### src/rtl/platform_pkg.sv
// Shared types and constants for the platformer sprite controllers.
package platform_pkg;

    typedef enum logic [1:0] {GROUND, RISE, FALL} move_state_t;

    localparam logic [3:0] DIR_LEFT  = 4'd3;
    localparam logic [3:0] DIR_IDLE  = 4'd4;
    localparam logic [3:0] DIR_RIGHT = 4'd5;

    localparam int VEL_W = 11;

endpackage

### src/rtl/frame_tick_sync.sv
// Brings the asynchronous frame_clk level into the Clk domain and emits a
// one-cycle tick per rising edge, three Clk edges after the rise.
module frame_tick_sync (
    input  logic Clk,
    input  logic Reset,
    input  logic frame_clk,
    output logic tick
);

    logic sync_meta;
    logic sync_stable;
    logic sync_prev;

    always_ff @(posedge Clk) begin
        if (Reset) begin
            sync_meta   <= 1'b0;
            sync_stable <= 1'b0;
            sync_prev   <= 1'b0;
            tick        <= 1'b0;
        end else begin
            sync_meta   <= frame_clk;
            sync_stable <= sync_meta;
            sync_prev   <= sync_stable;
            tick        <= sync_stable & ~sync_prev;
        end
    end

endmodule

### src/rtl/platform_character.sv
// Platformer sprite controller: walk, gravity, jump FSM, clamping and walk animation.
// Define DOUBLE_JUMP_EN to allow one extra jump per airtime.
module platform_character
    import platform_pkg::*;
#(
    parameter int W           = 30,
    parameter int H           = 30,
    parameter int X_START     = 320,
    parameter int Y_START     = 240,
    parameter int X_MIN       = 0,
    parameter int X_MAX       = 640,
    parameter int Y_MIN       = 0,
    parameter int Y_MAX       = 480,
    parameter int X_STEP      = 1,
    parameter int JUMP_V      = 8,
    parameter int GRAVITY     = 1,
    parameter int MAX_FALL    = 8,
    parameter int ANIM_FRAMES = 4,
    parameter int ANIM_DIV    = 8,
    parameter int ADDR_W      = 12
) (
    input  logic              Clk,
    input  logic              Reset,
    input  logic              frame_clk,
    input  logic [9:0]        DrawX,
    input  logic [9:0]        DrawY,
    input  logic              left_key,
    input  logic              right_key,
    input  logic              jump_key,
    output logic              is_char,
    output logic [ADDR_W-1:0] char_address,
    output logic [3:0]        char_direction,
    output logic [1:0]        char_state
);

    localparam logic signed [11:0] XLO = 12'(X_MIN);
    localparam logic signed [11:0] XHI = 12'(X_MAX - W);
    localparam logic signed [11:0] YLO = 12'(Y_MIN);
    localparam logic signed [11:0] YHI = 12'(Y_MAX - H);
    localparam logic signed [VEL_W-1:0] JV   = VEL_W'(JUMP_V);
    localparam logic signed [VEL_W-1:0] GRAV = VEL_W'(GRAVITY);
    localparam logic signed [VEL_W-1:0] MAXF = VEL_W'(MAX_FALL);
    localparam int CNT_W   = (ANIM_DIV > 1) ? $clog2(ANIM_DIV) : 1;
    localparam int FRAME_W = (ANIM_FRAMES > 1) ? $clog2(ANIM_FRAMES) : 1;
    localparam logic [CNT_W-1:0]   CNT_LAST   = CNT_W'(ANIM_DIV - 1);
    localparam logic [FRAME_W-1:0] FRAME_LAST = FRAME_W'(ANIM_FRAMES - 1);

    logic tick;

    frame_tick_sync u_tick (
        .Clk       (Clk),
        .Reset     (Reset),
        .frame_clk (frame_clk),
        .tick      (tick)
    );

    logic [9:0]              x, y;
    logic signed [VEL_W-1:0] vy;
    move_state_t             state;
    logic [3:0]              dir;
    logic [CNT_W-1:0]        anim_cnt;
    logic [FRAME_W-1:0]      frame;
    logic                    jump_prev;

    logic [9:0]              x_next, y_next;
    logic signed [VEL_W-1:0] vy_next, vy_grav;
    move_state_t             state_next;
    logic [3:0]              dir_next;
    logic [CNT_W-1:0]        anim_cnt_next;
    logic [FRAME_W-1:0]      frame_next;
    logic signed [11:0]      x_try, y_try, y_s;
    logic                    jump_edge, landing;
`ifdef DOUBLE_JUMP_EN
    logic                    air_jump_avail, air_jump_next;
`endif

    always_comb begin
        jump_edge = jump_key & ~jump_prev;

        dir_next = DIR_IDLE;
        x_try    = $signed({2'b00, x});
        if (left_key && !right_key) begin
            x_try    = x_try - 12'(X_STEP);
            dir_next = DIR_LEFT;
        end else if (right_key && !left_key) begin
            x_try    = x_try + 12'(X_STEP);
            dir_next = DIR_RIGHT;
        end
        if (x_try < XLO) begin
            x_try = XLO;
        end else if (x_try > XHI) begin
            x_try = XHI;
        end
        x_next = x_try[9:0];

        y_s        = $signed({2'b00, y});
        y_try      = y_s;
        vy_grav    = vy + GRAV;
        vy_next    = vy;
        state_next = state;
        landing    = 1'b0;
        case (state)
            GROUND: begin
                if (jump_edge) begin
                    vy_next    = -JV;
                    y_try      = y_s + 12'(vy_next);
                    state_next = RISE;
                end else if (y_s < YHI) begin
                    state_next = FALL;
                end
            end
            RISE: begin
                vy_next = vy_grav;
                y_try   = y_s + 12'(vy_next);
                if (!vy_next[VEL_W-1]) begin
                    state_next = FALL;
                end
            end
            FALL: begin
                vy_next = (vy_grav > MAXF) ? MAXF : vy_grav;
                y_try   = y_s + 12'(vy_next);
                if (y_try >= YHI) begin
                    y_try      = YHI;
                    vy_next    = '0;
                    state_next = GROUND;
                    landing    = 1'b1;
                end
            end
            default: state_next = FALL;
        endcase

`ifdef DOUBLE_JUMP_EN
        air_jump_next = air_jump_avail;
        if (landing) begin
            air_jump_next = 1'b1;
        end else if (state != GROUND && jump_edge && air_jump_avail) begin
            vy_next       = -JV;
            y_try         = y_s + 12'(vy_next);
            state_next    = RISE;
            air_jump_next = 1'b0;
        end
`endif

        // Ceiling bump ends the ascent immediately.
        if (state_next == RISE && y_try <= YLO) begin
            y_try      = YLO;
            vy_next    = '0;
            state_next = FALL;
        end
        if (y_try < YLO) begin
            y_try = YLO;
        end
        y_next = y_try[9:0];

        anim_cnt_next = '0;
        frame_next    = '0;
        if (state_next == GROUND && dir_next != DIR_IDLE) begin
            anim_cnt_next = anim_cnt + 1'b1;
            frame_next    = frame;
            if (anim_cnt == CNT_LAST) begin
                anim_cnt_next = '0;
                frame_next    = (frame == FRAME_LAST) ? '0 : frame + 1'b1;
            end
        end
    end

    always_ff @(posedge Clk) begin
        if (Reset) begin
            x              <= 10'(X_START);
            y              <= 10'(Y_START);
            vy             <= '0;
            state          <= FALL;
            dir            <= DIR_IDLE;
            anim_cnt       <= '0;
            frame          <= '0;
            jump_prev      <= 1'b0;
`ifdef DOUBLE_JUMP_EN
            air_jump_avail <= 1'b1;
`endif
        end else if (tick) begin
            x              <= x_next;
            y              <= y_next;
            vy             <= vy_next;
            state          <= state_next;
            dir            <= dir_next;
            anim_cnt       <= anim_cnt_next;
            frame          <= frame_next;
            jump_prev      <= jump_key;
`ifdef DOUBLE_JUMP_EN
            air_jump_avail <= air_jump_next;
`endif
        end
    end

    logic [9:0] px, py;

    always_comb begin
        px      = DrawX - x;
        py      = DrawY - y;
        is_char = (DrawX >= x) && (12'(DrawX) < 12'(x) + 12'(W)) &&
                  (DrawY >= y) && (12'(DrawY) < 12'(y) + 12'(H));
        char_address = is_char ?
            ADDR_W'(32'(frame) * 32'(W * H) + 32'(py) * 32'(W) + 32'(px)) : '0;
        char_direction = dir;
        char_state     = state;
    end

endmodule

### config.mk
export PLATFORM = sky130hd
export DESIGN_NAME = platform_character
export DESIGN_NICKNAME = d
export VERILOG_FILES = /design/src/rtl/platform_pkg.sv /design/src/rtl/frame_tick_sync.sv /design/src/rtl/platform_character.sv
export SDC_FILE = /design/constraint.sdc
export NUM_CORES = 1
export LEC_CHECK = 0
export BUFFER_PORTS_ARGS = -buffer_cell sky130_fd_sc_hd__buf_2
export CAP_MARGIN = 25
export CORE_ASPECT_RATIO = 1.25
export CORE_MARGIN = 2
export CORE_UTILIZATION = 33
export DETAILED_ROUTE_END_ITERATION = 16
export GPL_TIMING_DRIVEN = 1
export PLACE_DENSITY = 0.55
export SETUP_SLACK_MARGIN = 0.02
export SKIP_LAST_GASP = 1
export SLEW_MARGIN = 20
export SYNTH_ARGS = -nofsm -noshare
export SYNTH_HDL_FRONTEND = slang
export SYNTH_SLANG_ARGS = --single-unit
export TNS_END_PERCENT = 1
### constraint.sdc
create_clock -name Clk -period 18.29 [get_ports Clk]
set_input_delay 5.487 -clock Clk [delete_from_list [all_inputs] [get_ports Clk]]
set_output_delay 5.487 -clock Clk [all_outputs]
set_load 0.005 [all_outputs]
-- Word-level counts from Yosys, hierarchy flattened
Cells that the tools add are included.
- ROM bits: 0
- RAM bits: 0
- output and inout port bits: 19
- word-level logic and storage cells: 93
- input bits: 26
- bits in registers: 47
- memories kept: 0
- bits in latches: 0
- shift operators: 0
- multiplexer cells: 28
- reductions and logical operators: 14
- add/sub/neg operators: 14
- div/mod/pow operators: 0
- bitwise operators: 4
- $mul: 2
- order comparisons: 11
- equality and inequality tests: 8
- operator list (kind ; number):
    $mux 12 ; 5
    $mux 11 ; 5
    $pmux 12 s3 ; 1
    $pmux 11 s3 ; 1
    $mux 10 ; 3
    $add 11x11->12 ; 2
    $lt 12x1->1 const B ; 2
    $add 10x5->11 const B ; 2
    $lt 10x11->1 ; 2
    $ge 10x10->1 ; 2
    $sub 10x10->10 ; 2
    $mux 2 ; 8
    $add 11x4->12 const B ; 1
    $add 12x10->12 ; 1
    $add 12x12->12 ; 1
    $ge 12x10->1 const B ; 1
    $gt 12x11->1 const B ; 1
    $le 12x1->1 const B ; 1
    $add 10x1->11 const B ; 1
    $add 11x2->11 const B ; 1
    $gt 11x5->1 const B ; 1
    $mul 10x4->11 const B ; 1
    $sub 10x1->11 const B ; 1
    $lt 10x9->1 const B ; 1
    other kinds (20) ; 34

-- Logic depth before layout (Yosys ltp)
Gate-level depths: netlist of the first run.
- depth after elaboration: 14
- gate-level depth with buffers: 27

-- By module
From an unflattened synthesis of the first run, not the netlist that was laid out.
- cells, all modules: 985
- area, all modules: 7614.8 um^2
- modules (own cells, without submodules) (module ; instances ; cells an instance ; area an instance (um^2) ; sequential area each (um^2)):
    platform_character ; 1 ; 977 ; 7503.4 ; 840.8
    frame_tick_sync ; 1 ; 8 ; 111.4 ; 80.1

-- Least setup slack after synthesis of the first run
Ideal clock, no wire load.
- path type: input-to-output
- start point: in DrawY[0]
- end point: out char_address[11]
- stages: 25
- slack: 2466 ps
- arrival: 10337 ps
- buffers on the path: 0
- data required time: 12803 ps
- path through: inv_1 ha_1 inv_1 fa_1 a21o_1 a21oi_1 xnor2_1 inv_1 fa_1 inv_1 fa_1 ha_1 inv_1 o21bai_1 xor2_1 fa_1 ha_1 inv_1 o21bai_1 a21oi_1 o21bai_1 a21oi_1 xnor2_1 xnor2_1 nor2_1
- longest elaborated chain between the ends: 5
- RTL lines (what ; line ; source):
    from (decl) ; platform_character.sv:26 ; input logic [9:0] DrawY,
    $sub 10x10->10 ; platform_character.sv:199 ; py = DrawY - y;
    $mul 10x4->11 ; platform_character.sv:203 ; ADDR_W'(32'(frame) * 32'(W * H) + 32'(py) * 32'(W) + 32'(px)) : '0;
    $add 12x12->12 ; platform_character.sv:203 ;
    $add 12x10->12 ; platform_character.sv:203 ;
    $mux 12 (*) ; platform_character.sv:202 ; char_address = is_char ?
    to (decl) ; platform_character.sv:31 ; output logic [ADDR_W-1:0] char_address,
Mark *: on every way between the ends. The rest lies on a longest branch, timed or not.

-- Final worst setup path of the first run
Ends and elaborated chain as after synthesis.

==> results of run 1 <==
[placed cells by master (no fill, tap or decap), types with 25 or more instances in the layout]
| cell type | n |
|---|---|
| buf_2 | 43 |
| nand2_1 | 82 |
| nor2_1 | 73 |
| a21oi_1 | 67 |
| dfxtp_1 | 46 |
| a21o_1 | 25 |
| inv_1 | 101 |
| ha_1 | 99 |
| xnor2_1 | 70 |
| o21ai_0 | 50 |
[power by group through the flow]
| stage | clock, µW | sequential (µW) | combinational (µW) |
|---|---|---|---|
| 6_report | 110 | 106 | 505 |
| 5_1_grt | 117 | 107 | 590 |
| 4_1_cts | 112 | 106 | 510 |
| 3_5_place_dp | 0 | 109 | 507 |
| 3_3_place_gp | 0 | 109 | 495 |
| 2_1_floorplan | 0 | 106 | 417 |
[cell type report]
class                      count  area (µm²)
fill                        2360       14100
multi-input combinational    779        5920
sequential                    46         921
inverter                     104         390
tap                          283         354
timing repair buffer          45         230
clock buffer                   5         125
clock inverter                 3        43.8
[metrics by stage]
step / util / setup slack, ns / hold WS, ns / area (µm²) / std cells
after floorplan: - / 2.47 / 0.367 / 7410 / 967
after global placement: 0.353 / 1.98 / 0.372 / 7820 / 1257
after detailed placement: 0.353 / 1.87 / 0.380 / 7820 / 1257
after CTS: 0.361 / 1.87 / 0.390 / 7990 / 1265
after global routing: 0.361 / 1.38 / 0.405 / 7990 / 1265
final: 0.361 / 1.92 / 0.387 / 7990 / 1265
[routing by layer]
metal,track usage,wire length (µm),up-vias
met5,0,0,-
met1,0.195,8630,3222
met2,0.348,11000,196
li1,-,-,3454
met4,0.0936,1080,0
met3,0.0156,787,62
[final timing paths]
path,slack [ns],startpoint,to,depth (start not counted)
hold reg to reg,0.39,u_tick.sync_prev,u_tick.tick,1
setup / recovery,1.92,DrawY[0],char_address[11],27
hold / removal,0.39,u_tick.sync_prev,u_tick.tick,1
setup reg to reg,11.98,vy[0],vy[1],20
[logic make-up after synthesis]
group                    count (synthesis)
AO/OA/AOI/OAI                          289
adder cells (fa/ha/maj)                124
multiplexers                             2
AND/OR/NAND/NOR                        276
other                                    1
XOR/XNOR                                87
buffers and inverters                  142
flip-flops                              46
[synthesized netlist by cell type (all sizes together), types with 12 or more instances]
| library cell | number | area share |
|---|---|---|
| nand4 | 12 | 0.013 |
| ha | 99 | 0.17 |
| clkbuf | 25 | 0.013 |
| nor2b | 18 | 0.015 |
| nor2 | 76 | 0.040 |
| xor2 | 13 | 0.015 |
| nand3 | 24 | 0.017 |
| a31oi | 21 | 0.019 |
| a21oi | 69 | 0.049 |
| nor3 | 18 | 0.013 |
| nand2b | 12 | 0.010 |
| xnor2 | 72 | 0.087 |
| buf | 13 | 0.011 |
| nand2 | 82 | 0.042 |
| o21ai | 55 | 0.038 |
| inv | 102 | 0.052 |
| o21bai | 15 | 0.015 |
| a21o | 25 | 0.025 |
| dfxtp | 46 | 0.12 |
| fa | 24 | 0.065 |
[critical path, stage by stage]
cell and delay (ns):
buf_2 0.09, inv_1 0.05, ha_1 0.15, inv_1 0.06
fa_1 0.39, a21o_1 0.17, a21oi_1 0.27, xnor2_1 0.27
inv_1 0.17, fa_1 0.56, inv_1 0.06, fa_1 0.47
ha_1 0.33, inv_1 0.06, o21bai_1 0.21, xor2_1 0.20
fa_1 0.44, ha_1 0.30, inv_1 0.10, o21bai_1 0.09
a21oi_1 0.23, o21bai_1 0.09, a21oi_1 0.17, xnor2_1 0.15
xnor2_1 0.14, nor2_1 0.06, buf_2 0.14
[sequential cells by signal (all words and copies together), names as in the netlist]
| name | flops |
|---|---|
| vy | 11 |
| x | 10 |
| y | 10 |
| anim_cnt | 3 |
| char_direction | 3 |
| char_state | 2 |
| frame | 2 |
| jump_prev | 1 |
| u_tick.sync_meta | 1 |
| u_tick.sync_prev | 1 |
| u_tick.sync_stable | 1 |
| u_tick.tick | 1 |
==> metrics.md, run 1 <==
| Metric | Value |
|---|---|
| Yosys warns | 0 |
| WP data required | between 10 and 15 ns |
| Sw Share | 0.439 |
| H-Tree Depth | 2 |
| Synth async-reset ratio | 0 |
| Fin Setup TNS | 0 ns |
| Worst skew pair latency | 0.31 ns |
| Largest net degree at the start of global routing | 35 |
| Final nets | ~1100 |
| Sequential area share after synthesis | 0.124 |
| Wire length per cell | around 17 µm |
| Total CTS buffers | 5 |
| Compound-cell area share of the yosys netlist | 0.270 |
| CTS Buffer Depth | 2 |
| Top_reg_cell synth | dfxtp_1 |
| Crit share post-route | 0.895 |
| Hold_buf cts | 0 |
| FF+latch count, synth | 46 |
| Number of I/O port buffers | 43 |
| Leak | between 0.003 and 0.004 µW |
| Synth Area in Adders | 0.233 |
| Die W | around 140 µm |
| Worst Hold Class | flop to flop |
| Rel. slew slack | 0.421 |
| Psw | 317 µW |
| Slew Limit Fails | 0 |
| IO Pins | 45 |
| Clock Skews | approximately 0.013 ns |
| Critical path arrival | about 11 ns |
| Final Setup Violations | 0 |
| Setup CP Type | input pin to primary output |
| Routed Antenna Nets | 0 |
| Reg clk slew, reported paths | 0.07 ns |
| Routability cong. | 0.900 |
| Total power | 721 µW |
| VDD IR max | between 0.00015 and 0.0002 V |
| Multiplexer area fraction after synthesis | 0.00270 |
| DIE HEIGHT | approximately 170 µm |
| Total Routing Usage GR | 0.180 |
| Syn Inst Count | around 970 |
| DRC viols | 0 |
| Iteration-0 DRC Markers | between 400 and 500 |
| Sequential share of power | 0.147 |
| Initial Utilization | 0.335 |
| Ant diodes | 0 |
| Clk pwr share | 0.152 |
| Crit end category | primary output |
| Cts repair resizes | 0 |
| Fin crit period | ~16 ns |
| # rows | 61 |
| Largest family of logic cells by synthesized area | compound AO/OA/AOI/OAI gates |
| Post-Route WL | approximately 21000 µm |
| Peak Freq | 0.0611 GHz |
| Simple logic cell fraction of the synthesized area | 0.184 |
| Initial antenna violation count | 0 |
| Vias | 6934 |
| Vias in the first global route | 6867 |
| Core footprint | approximately 22000 µm² |
| Area grow syn2layout | 7.77% |
| Internal power | between 400 and 500 µW |
| Max_cap viols | 0 |
| Final Hold Viols | 0 |
| Grt total ovfl | 0 |
| Status | finished, final reports clean |
| Post-synth EDFFs | 0 |
| Distinct cell type count after synthesis | 94 |
| Via-per-instance ratio | between 5 and 6 |
| Combinational share of power | 0.700 |
| Clock root buffer | clkbuf_16 |
| Post-Syn Area per Cell | between 7 and 8 µm² |
| Pre-Repair DR Iteration Count | 6 |
| DP Wirelength | ~17000 µm |
| Layout cells sized above 1 | 0.0876 |
| Post-Syn Nets | between 1000 and 1500 |
| Pwr Density | approximately 90 nW/µm² |
| Worst-path maximum fanout | 3 |
| Post-CTS setup buffer count | 0 |
| XOR/XNOR share of the synthesized area | 0.109 |
| CTS tree | built |
| Synth Cell Area | between 7000 and 8000 µm² |
| Die area | between 20000 and 25000 µm² |
| Worst-Margin Slew | roughly 0.87 ns |
| CTS Sinks | 46 |
| Global-route wire length before repair | ~35000 µm |
| RSZ-0062 raised after global routing | false |
| Startpoint type of the worst setup path | input pin |
Power figures use the tool's default switching activity.
==> run 2, diff against run 1 <==
--- a/config.mk
+++ b/config.mk
@@ -5,6 +5,7 @@
 export SDC_FILE = /design/constraint.sdc
 export NUM_CORES = 1
 export LEC_CHECK = 0
+export ABC_AREA = 1
 export BUFFER_PORTS_ARGS = -buffer_cell sky130_fd_sc_hd__buf_2
 export CAP_MARGIN = 25
 export CORE_ASPECT_RATIO = 1.25
==> constraint.sdc (replaced) <==
create_clock -name Clk -period 16.55 [get_ports Clk]
set_input_delay 4.965 -clock Clk [delete_from_list [all_inputs] [get_ports Clk]]
set_output_delay 4.965 -clock Clk [all_outputs]
set_load 0.005 [all_outputs]
==> metrics.md, run 2 <==
| Metric | Value |
|---|---|
| Status | finished, final reports clean (unchanged) |
| Clock Skews | 0.00701 ns (was 0.0126 ns) |
| Final nets | 1295 (was 1130) |
| Total CTS buffers | 5 (unchanged) |
| Worst-Margin Slew | 0.812 ns (was 0.869 ns) |
| VDD IR max | 0.000158 V (was 0.000176 V) |
| DRC viols | 0 (unchanged) |
| Worst Hold Class | flop to flop (unchanged) |
| Synth area leader | ha_1 (unchanged) |
| Sequential area share after synthesis | 0.129 (was 0.124) |
| Synth async-reset ratio | 0 (unchanged) |
| RSZ-0062 raised after global routing | false (unchanged) |
| Placed cells | 1418 (was 1257) |
| Sequential share of power | 0.152 (was 0.147) |
| Synth top area cells | ha_1 17%, nand2_1 13%, dfxtp_1 13%, inv_1 9.7%, fa_1 6.7% (was ha_1 17%, dfxtp_1 12%, xnor2_1 8.3%, fa_1 6.5%, inv_1 5.1%) |
| Initial Utilization | 0.334 (was 0.335) |
| Crit share post-route | 0.919 |
| Reg2reg setup slack | 11.52 ns (was 11.98 ns) |
| Post-synth EDFFs | 0 (unchanged) |
| Pre-Repair DR Iteration Count | 5 (was 6) |
| CTS Sinks | 46 (unchanged) |
| DP Wirelength | 15800 µm (was 17400 µm) |
| Number of I/O port buffers | 43 (unchanged) |
| Leak | 0.00398 µW (was 0.00347 µW) |
| Crit end category | primary output (unchanged) |
| Commonest cells after routing, fill and taps aside | 255 x nand2_1, 184 x inv_1, 108 x nor2_1 (was 101 x inv_1, 99 x ha_1, 82 x nand2_1) |
| Sw Share | 0.493 (was 0.439) |
| Setup CP Type | input pin to primary output (unchanged) |
| Worst skew pair latency | 0.30 ns (was 0.31 ns) |
| Vias | 6935 (was 6934) |
| Final Setup Violations | 0 (unchanged) |
| Clk pwr share | 0.138 (was 0.152) |
| Post-Syn Area per Cell | 6.37 µm² (was 7.67 µm²) |
| Initial antenna violation count | 0 (unchanged) |
| Largest Register | vy (unchanged) |
| Commonest cells in the netlist | 255 x nand2_1, 184 x inv_1, 108 x nor2_1, 99 x ha_1, 91 x a21oi_1 (was 101 x inv_1, 99 x ha_1, 82 x nand2_1, 73 x nor2_1, 70 x xnor2_1) |
| Crit path buf inv count | 9 (was 8) |
| Share of the synthesized area in the top cell type | 0.173 (was 0.167) |
| Clock root buffer | clkbuf_16 (unchanged) |
| Die W | 136 µm (was 138 µm) |
| Fin cells | 1426 (was 1265) |
| Grt total ovfl | 0 (unchanged) |
| Fin crit period | around 15 ns |
| Rel. slew slack | 0.458 (was 0.421) |
| Ant diodes | 0 (unchanged) |
| FF/Latch Area | 921 µm² (unchanged) |
| Most common cell in the netlist | nand2_1 (was inv_1) |
| DIE HEIGHT | 169 µm (was 172 µm) |
| Total Routing Usage GR | 0.163 (was 0.180) |
| Syn Inst Count | 1123 (was 967) |
| Combinational share of power | 0.710 (was 0.700) |
| Area grow syn2layout | 8.12% (was 7.77%) |
| Iteration-0 DRC Markers | 261 (was 444) |
| Largest net degree at the start of global routing | 31 (was 35) |
| Wire length per cell | 13.1 µm (was 17.0 µm) |
| Worst-path maximum fanout | 4 (was 3) |
| H-Tree Depth | 2 (unchanged) |
| Layout cells sized above 1 | 0.0645 (was 0.0876) |
| Global-route wire length before repair | 30500 µm (was 34600 µm) |
| IO Pins | 45 (unchanged) |
| Die area | 22900 µm² (was 23700 µm²) |
| Post-Route WL | 18700 µm (was 21500 µm) |
| Post-Syn Nets | 1272 (was 1116) |
| Reg clk slew, reported paths | 0.07 ns (about the same) |
| Critical path arrival | 10.24 ns (was 10.88 ns) |
| Slowest stage delay, CP | 0.55 ns (was 0.56 ns) |
| Critical Path Most Common Cell | inv_1 (unchanged) |
| Commonest non-fill, non-tap cell in the layout | nand2_1 (was inv_1) |
| Synth Cell Area | 7150 µm² (was 7410 µm²) |
| WP data required | 11.58 ns (was 12.80 ns) |
| Core footprint | 21400 µm² (was 22100 µm²) |
| Max_cap viols | 0 (unchanged) |
| Startpoint type of the worst setup path | input pin (unchanged) |
| Cts repair resizes | 0 (unchanged) |
| # rows | 60 (was 61) |
| Fin Setup TNS | 0 ns (unchanged) |
| Family with the most delay on the worst path | adder cells (unchanged) |
| Top_reg_cell synth | dfxtp_1 (unchanged) |
| CTS tree | built (unchanged) |
| Psw | 386 µW (was 317 µW) |
| Routed Antenna Nets | 0 (unchanged) |
| Pwr Density | 101 nW/µm² (was 90.3 nW/µm²) |
| CTS Buffer Depth | 2 (unchanged) |
| Vias in the first global route | 6491 (was 6867) |
| Internal power | 397 µW (was 405 µW) |
| Biggest regs | vy (11), x (10), y (10) (unchanged) |
| Yosys warns | 0 (unchanged) |
| Distinct cell type count after synthesis | 44 (was 94) |
| FILL cells | 2342 (was 2360) |
| Post-CTS setup buffer count | 0 (unchanged) |
| Final Hold Viols | 0 (unchanged) |
| FF+latch count, synth | 46 (unchanged) |
| Via-per-instance ratio | 4.86 (was 5.48) |
| Routability cong. | 0.835 (was 0.900) |
| Peak Freq | about 0.066 GHz |
| Max FFs per register | 11 (unchanged) |
| Slew Limit Fails | 0 (unchanged) |
| Hold_buf cts | 0 (unchanged) |
| Multi-input logic area | 5390 µm² (was 5920 µm²) |
| Slowest CP cell | fa_1 (unchanged) |
[run 2: worst paths after layout]
path | depth (start not counted) | end | start
min reg2reg | 1 | u_tick.tick | u_tick.sync_prev
min | 1 | u_tick.tick | u_tick.sync_prev
max | 29 | char_address[11] | DrawY[0]
max reg2reg | 34 | y[1] | vy[0]
[run 2: layout make-up]
| cell class | count | area share |
|---|---|---|
| inverters | 187 | 0.0908 |
| clock buffers | 5 | 0.0162 |
| repair buffers | 44 | 0.0288 |
| flip-flops and latches | 46 | 0.119 |
| clock inverters | 3 | 0.00308 |
| multi-input cells | 862 | 0.697 |
| well taps | 279 | 0.0452 |
[run 2: cells by family after synthesis]
family | after synthesis | synth area share
flops | 46 | 0.129
xor+xnor | 52 | 0.0637
fa+ha+maj | 123 | 0.241
other cells | 1 | 0.000525
buf+inv | 215 | 0.118
simple gates | 492 | 0.295
compound gates | 194 | 0.154
[run 2: routing by layer]
layer / GRT usage / vias to the layer above / routed length, µm
li1: - / 3683 / -
met1: 0.184 / 3162 / 8000
met2: 0.324 / 72 / 9950
met3: 0.0114 / 18 / 350
met4: 0.0439 / 0 / 376
met5: 0 / - / 0
[run 2: power by group through the flow]
stage / Combinational, µW / Sequential (µW) / Clock, µW
2_1_floorplan: 448 / 119 / 0
3_3_place_gp: 552 / 121 / 0
3_5_place_dp: 555 / 121 / 0
4_1_cts: 561 / 119 / 113
5_1_grt: 644 / 120 / 116
6_report: 555 / 119 / 108
[run 2: through the flow]
step	utilization	hold WS (ns)	instance area, µm²	setup slack (ns)	power, µW
finish	0.361	0.391	7730	1.35	782
global route	0.361	0.411	7730	0.867	880
CTS	0.361	0.394	7730	1.30	792
detailed placement	0.354	0.383	7580	1.30	676
global placement	0.354	0.379	7580	1.40	673
floorplan	-	0.374	7150	1.89	567
==> run 3, diff against run 2 <==
--- a/config.mk
+++ b/config.mk
@@ -5,15 +5,15 @@
 export SDC_FILE = /design/constraint.sdc
 export NUM_CORES = 1
 export LEC_CHECK = 0
-export ABC_AREA = 1
-export BUFFER_PORTS_ARGS = -buffer_cell sky130_fd_sc_hd__buf_2
+export ABC_AREA = 0
 export CAP_MARGIN = 25
 export CORE_ASPECT_RATIO = 1.25
 export CORE_MARGIN = 2
 export CORE_UTILIZATION = 33
 export DETAILED_ROUTE_END_ITERATION = 16
+export DONT_BUFFER_PORTS = 1
 export GPL_TIMING_DRIVEN = 1
-export PLACE_DENSITY = 0.55
+export PLACE_DENSITY = 0.53
 export SETUP_SLACK_MARGIN = 0.02
 export SKIP_LAST_GASP = 1
 export SLEW_MARGIN = 20
==> metrics.md, run 3 (same netlist as run 1, synthesis figures left out) <==
| Metric | Value |
|---|---|
| Psw | 342 µW (was 386 µW) |
| DP Wirelength | 17600 µm (was 15800 µm) |
| HP Start | u_tick.sync_prev (unchanged) |
| CTS Buffer Depth | 2 (unchanged) |
| Max FFs per register | 11 (unchanged) |
| # rows | 61 (was 60) |
| Worst setup endpoint | char_address[11] (unchanged) |
| Slowest stage delay, CP | 0.55 ns (about the same) |
| Layout cells sized above 1 | 0.0458 (was 0.0645) |
| Sequential share of power | 0.153 (was 0.152) |
| R2r worst-path depth | 20 (was 34) |
| Combinational share of power | 0.705 (was 0.710) |
| Commonest non-fill, non-tap cell in the layout | inv_1 (was nand2_1) |
| Hold_buf cts | 0 (unchanged) |
| Critical Path Most Common Cell | inv_1 (unchanged) |
| Post-Route WL | 21500 µm (was 18700 µm) |
| Ant diodes | 0 (unchanged) |
| Largest Register | vy (unchanged) |
| Reg clk slew, reported paths | 0.08 ns (was 0.07 ns) |
| Crit path buf inv count | 6 (was 9) |
| Worst r2r src | vy[0] (unchanged) |
| Fin Setup TNS | 0 ns (unchanged) |
| FF-to-FF End | vy[1] (was y[1]) |
| Peak Freq | 0.0664 GHz (was 0.0658 GHz) |
| Total CTS buffers | 5 (unchanged) |
| RSZ-0062 raised after global routing | false (unchanged) |
| Initial Utilization | 0.335 (was 0.334) |
| Via-per-instance ratio | 5.53 (was 4.86) |
| Worst skew pair latency | 0.30 ns (about the same) |
| Startpoint type of the worst setup path | input pin (unchanged) |
| Status | finished, final reports clean (unchanged) |
| DIE HEIGHT | 172 µm (was 169 µm) |
| Vias | 6759 (was 6935) |
| Crit share post-route | 0.910 (was 0.919) |
| Die area | 23700 µm² (was 22900 µm²) |
| Core footprint | 22100 µm² (was 21400 µm²) |
| FILL cells | 2418 (was 2342) |
| Iteration-0 DRC Markers | 291 (was 261) |
| Clk pwr share | 0.142 (was 0.138) |
| Post-CTS setup buffer count | 0 (unchanged) |
| Pwr Density | 98.9 nW/µm² (was 101 nW/µm²) |
| CTS Sinks | 46 (unchanged) |
| Critical path arrival | 10.10 ns (was 10.24 ns) |
| Total power | 767 µW (was 782 µW) |
| CTS tree | built (unchanged) |
| VDD IR max | 0.000200 V (was 0.000158 V) |
| Max_cap viols | 0 (unchanged) |
| Setup CP Type | input pin to primary output (unchanged) |
| Slew Limit Fails | 0 (unchanged) |
| Worst-path maximum fanout | 3 (was 4) |
| Crit path depth | 25 (was 29) |
| Routed Antenna Nets | 0 (unchanged) |
| Rel. slew slack | 0.422 (was 0.458) |
| Worst Hold Class | flop to flop (unchanged) |
| Routability cong. | 0.870 (was 0.835) |
| Reg2reg setup slack | 10.21 ns (was 11.52 ns) |
| WP data required | 11.58 ns (about the same) |
| Pre-Repair DR Iteration Count | 4 (was 5) |
| Crit. Startpoint | DrawY[0] (unchanged) |
| Commonest cells after routing, fill and taps aside | 101 x inv_1, 99 x ha_1, 82 x nand2_1 (was 255 x nand2_1, 184 x inv_1, 108 x nor2_1) |
| Biggest regs | vy (11), x (10), y (10) (unchanged) |
| Worst-Margin Slew | 0.868 ns (was 0.812 ns) |
| Slowest CP cell | fa_1 (unchanged) |
| Leak | 0.00326 µW (was 0.00398 µW) |
| Area grow syn2layout | 4.61% (was 8.12%) |
| Final Setup Violations | 0 (unchanged) |
| Die W | 138 µm (was 136 µm) |
| Largest net degree at the start of global routing | 35 (was 31) |
| Number of I/O port buffers | 0 (was 43) |
| IO Pins | 45 (unchanged) |
| Fin crit period | 15.07 ns (was 15.20 ns) |
| Clock root buffer | clkbuf_16 (unchanged) |
| Total Routing Usage GR | 0.181 (was 0.163) |
| DRC viols | 0 (unchanged) |
| Internal power | 424 µW (was 397 µW) |
| Vias in the first global route | 6828 (was 6491) |
| Clock Skews | 0.00736 ns (was 0.00701 ns) |
| Family with the most delay on the worst path | adder cells (unchanged) |
| Crit end category | primary output (unchanged) |
| Cts repair resizes | 0 (unchanged) |
| Final nets | 1087 (was 1295) |
| Wire length per cell | 17.6 µm (was 13.1 µm) |
| Final Hold Viols | 0 (unchanged) |
| Sw Share | 0.446 (was 0.493) |
| H-Tree Depth | 2 (unchanged) |
| Initial antenna violation count | 0 (unchanged) |
| Grt total ovfl | 0 (unchanged) |
| Global-route wire length before repair | 34800 µm (was 30500 µm) |
==> run 3: cell count changes in the layout (fill, tap and decap cells not counted), moves of 24 or more <==
cell / previous run / this run
a21oi_1: 91 / 67
nand3_1: 69 / 23
xnor2_1: 14 / 70
buf_2: 43 / 0
inv_1: 184 / 101
xor2_1: 38 / 13
nor2_1: 108 / 73
nand2_1: 255 / 82
==> run 3: worst min-delay path by stage <==
| stage | end | cells past startpoint | slack (ns) |
|---|---|---|---|
| floorplan | u_tick.tick | 1 | 0.37 |
| global placement | u_tick.tick | 1 | 0.37 |
| detailed placement | u_tick.tick | 1 | 0.37 |
| CTS | u_tick.tick | 1 | 0.38 |
| global route | u_tick.tick | 1 | 0.40 |
| finish | u_tick.tick | 1 | 0.38 |
==> run 3: layer usage <==
metal | up-vias | track usage | part of all wire
met5 | - | 0 | 0
met4 | 0 | 0.0785 | 0.037
met3 | 49 | 0.0170 | 0.035
met2 | 155 | 0.356 | 0.53
met1 | 3179 | 0.196 | 0.40
li1 | 3376 | - | -
==> run 3: through the flow <==
step	worst slack, ns	area, µm²	instances	hold slack [ns]	util
floorplan	1.77	7410	967	0.367	-
global placement	1.50	7600	1214	0.372	0.344
detailed placement	1.43	7600	1214	0.374	0.344
CTS	1.42	7750	1222	0.385	0.350
global route	1.03	7750	1222	0.396	0.350
finish	1.48	7750	1222	0.383	0.350
==> run 3: cell type report <==
cell class,instances,area [µm²],area share
multi-input cells,779,5920,0.764
inverters,104,390,0.0503
clock inverters,3,25.0,0.00323
clock buffers,5,125,0.0161
well taps,283,354,0.0457
flip-flops and latches,46,921,0.119
repair buffers,2,15.0,0.00194
==> run 3: worst reg2reg max path, stage by stage, from the launching register on <==
cell and delay [ns]:
dfxtp_1 0.56, ha_1 0.50, nand3_1 0.23, o21ai_0 0.34, a31oi_2 0.21, o21ai_2 0.64
nand2b_1 0.16, ha_1 0.36, o21ai_0 0.09, inv_1 0.08, o21ai_0 0.08, a31o_2 0.25
o22ai_2 0.19, a41oi_1 0.17, xnor2_1 0.46, nor2_2 0.17, a31o_1 0.28, a311o_1 0.28
or4_4 0.49, a22oi_1 0.49, o21ai_0 0.18
==> run 3: power groups by stage <==
stage / registers, µW / logic [µW] / clock network [µW]
after floorplan: 117 / 460 / 0
after global placement: 120 / 541 / 0
after detailed placement: 120 / 544 / 0
after CTS: 117 / 549 / 112
after global routing: 118 / 624 / 115
final: 117 / 540 / 109
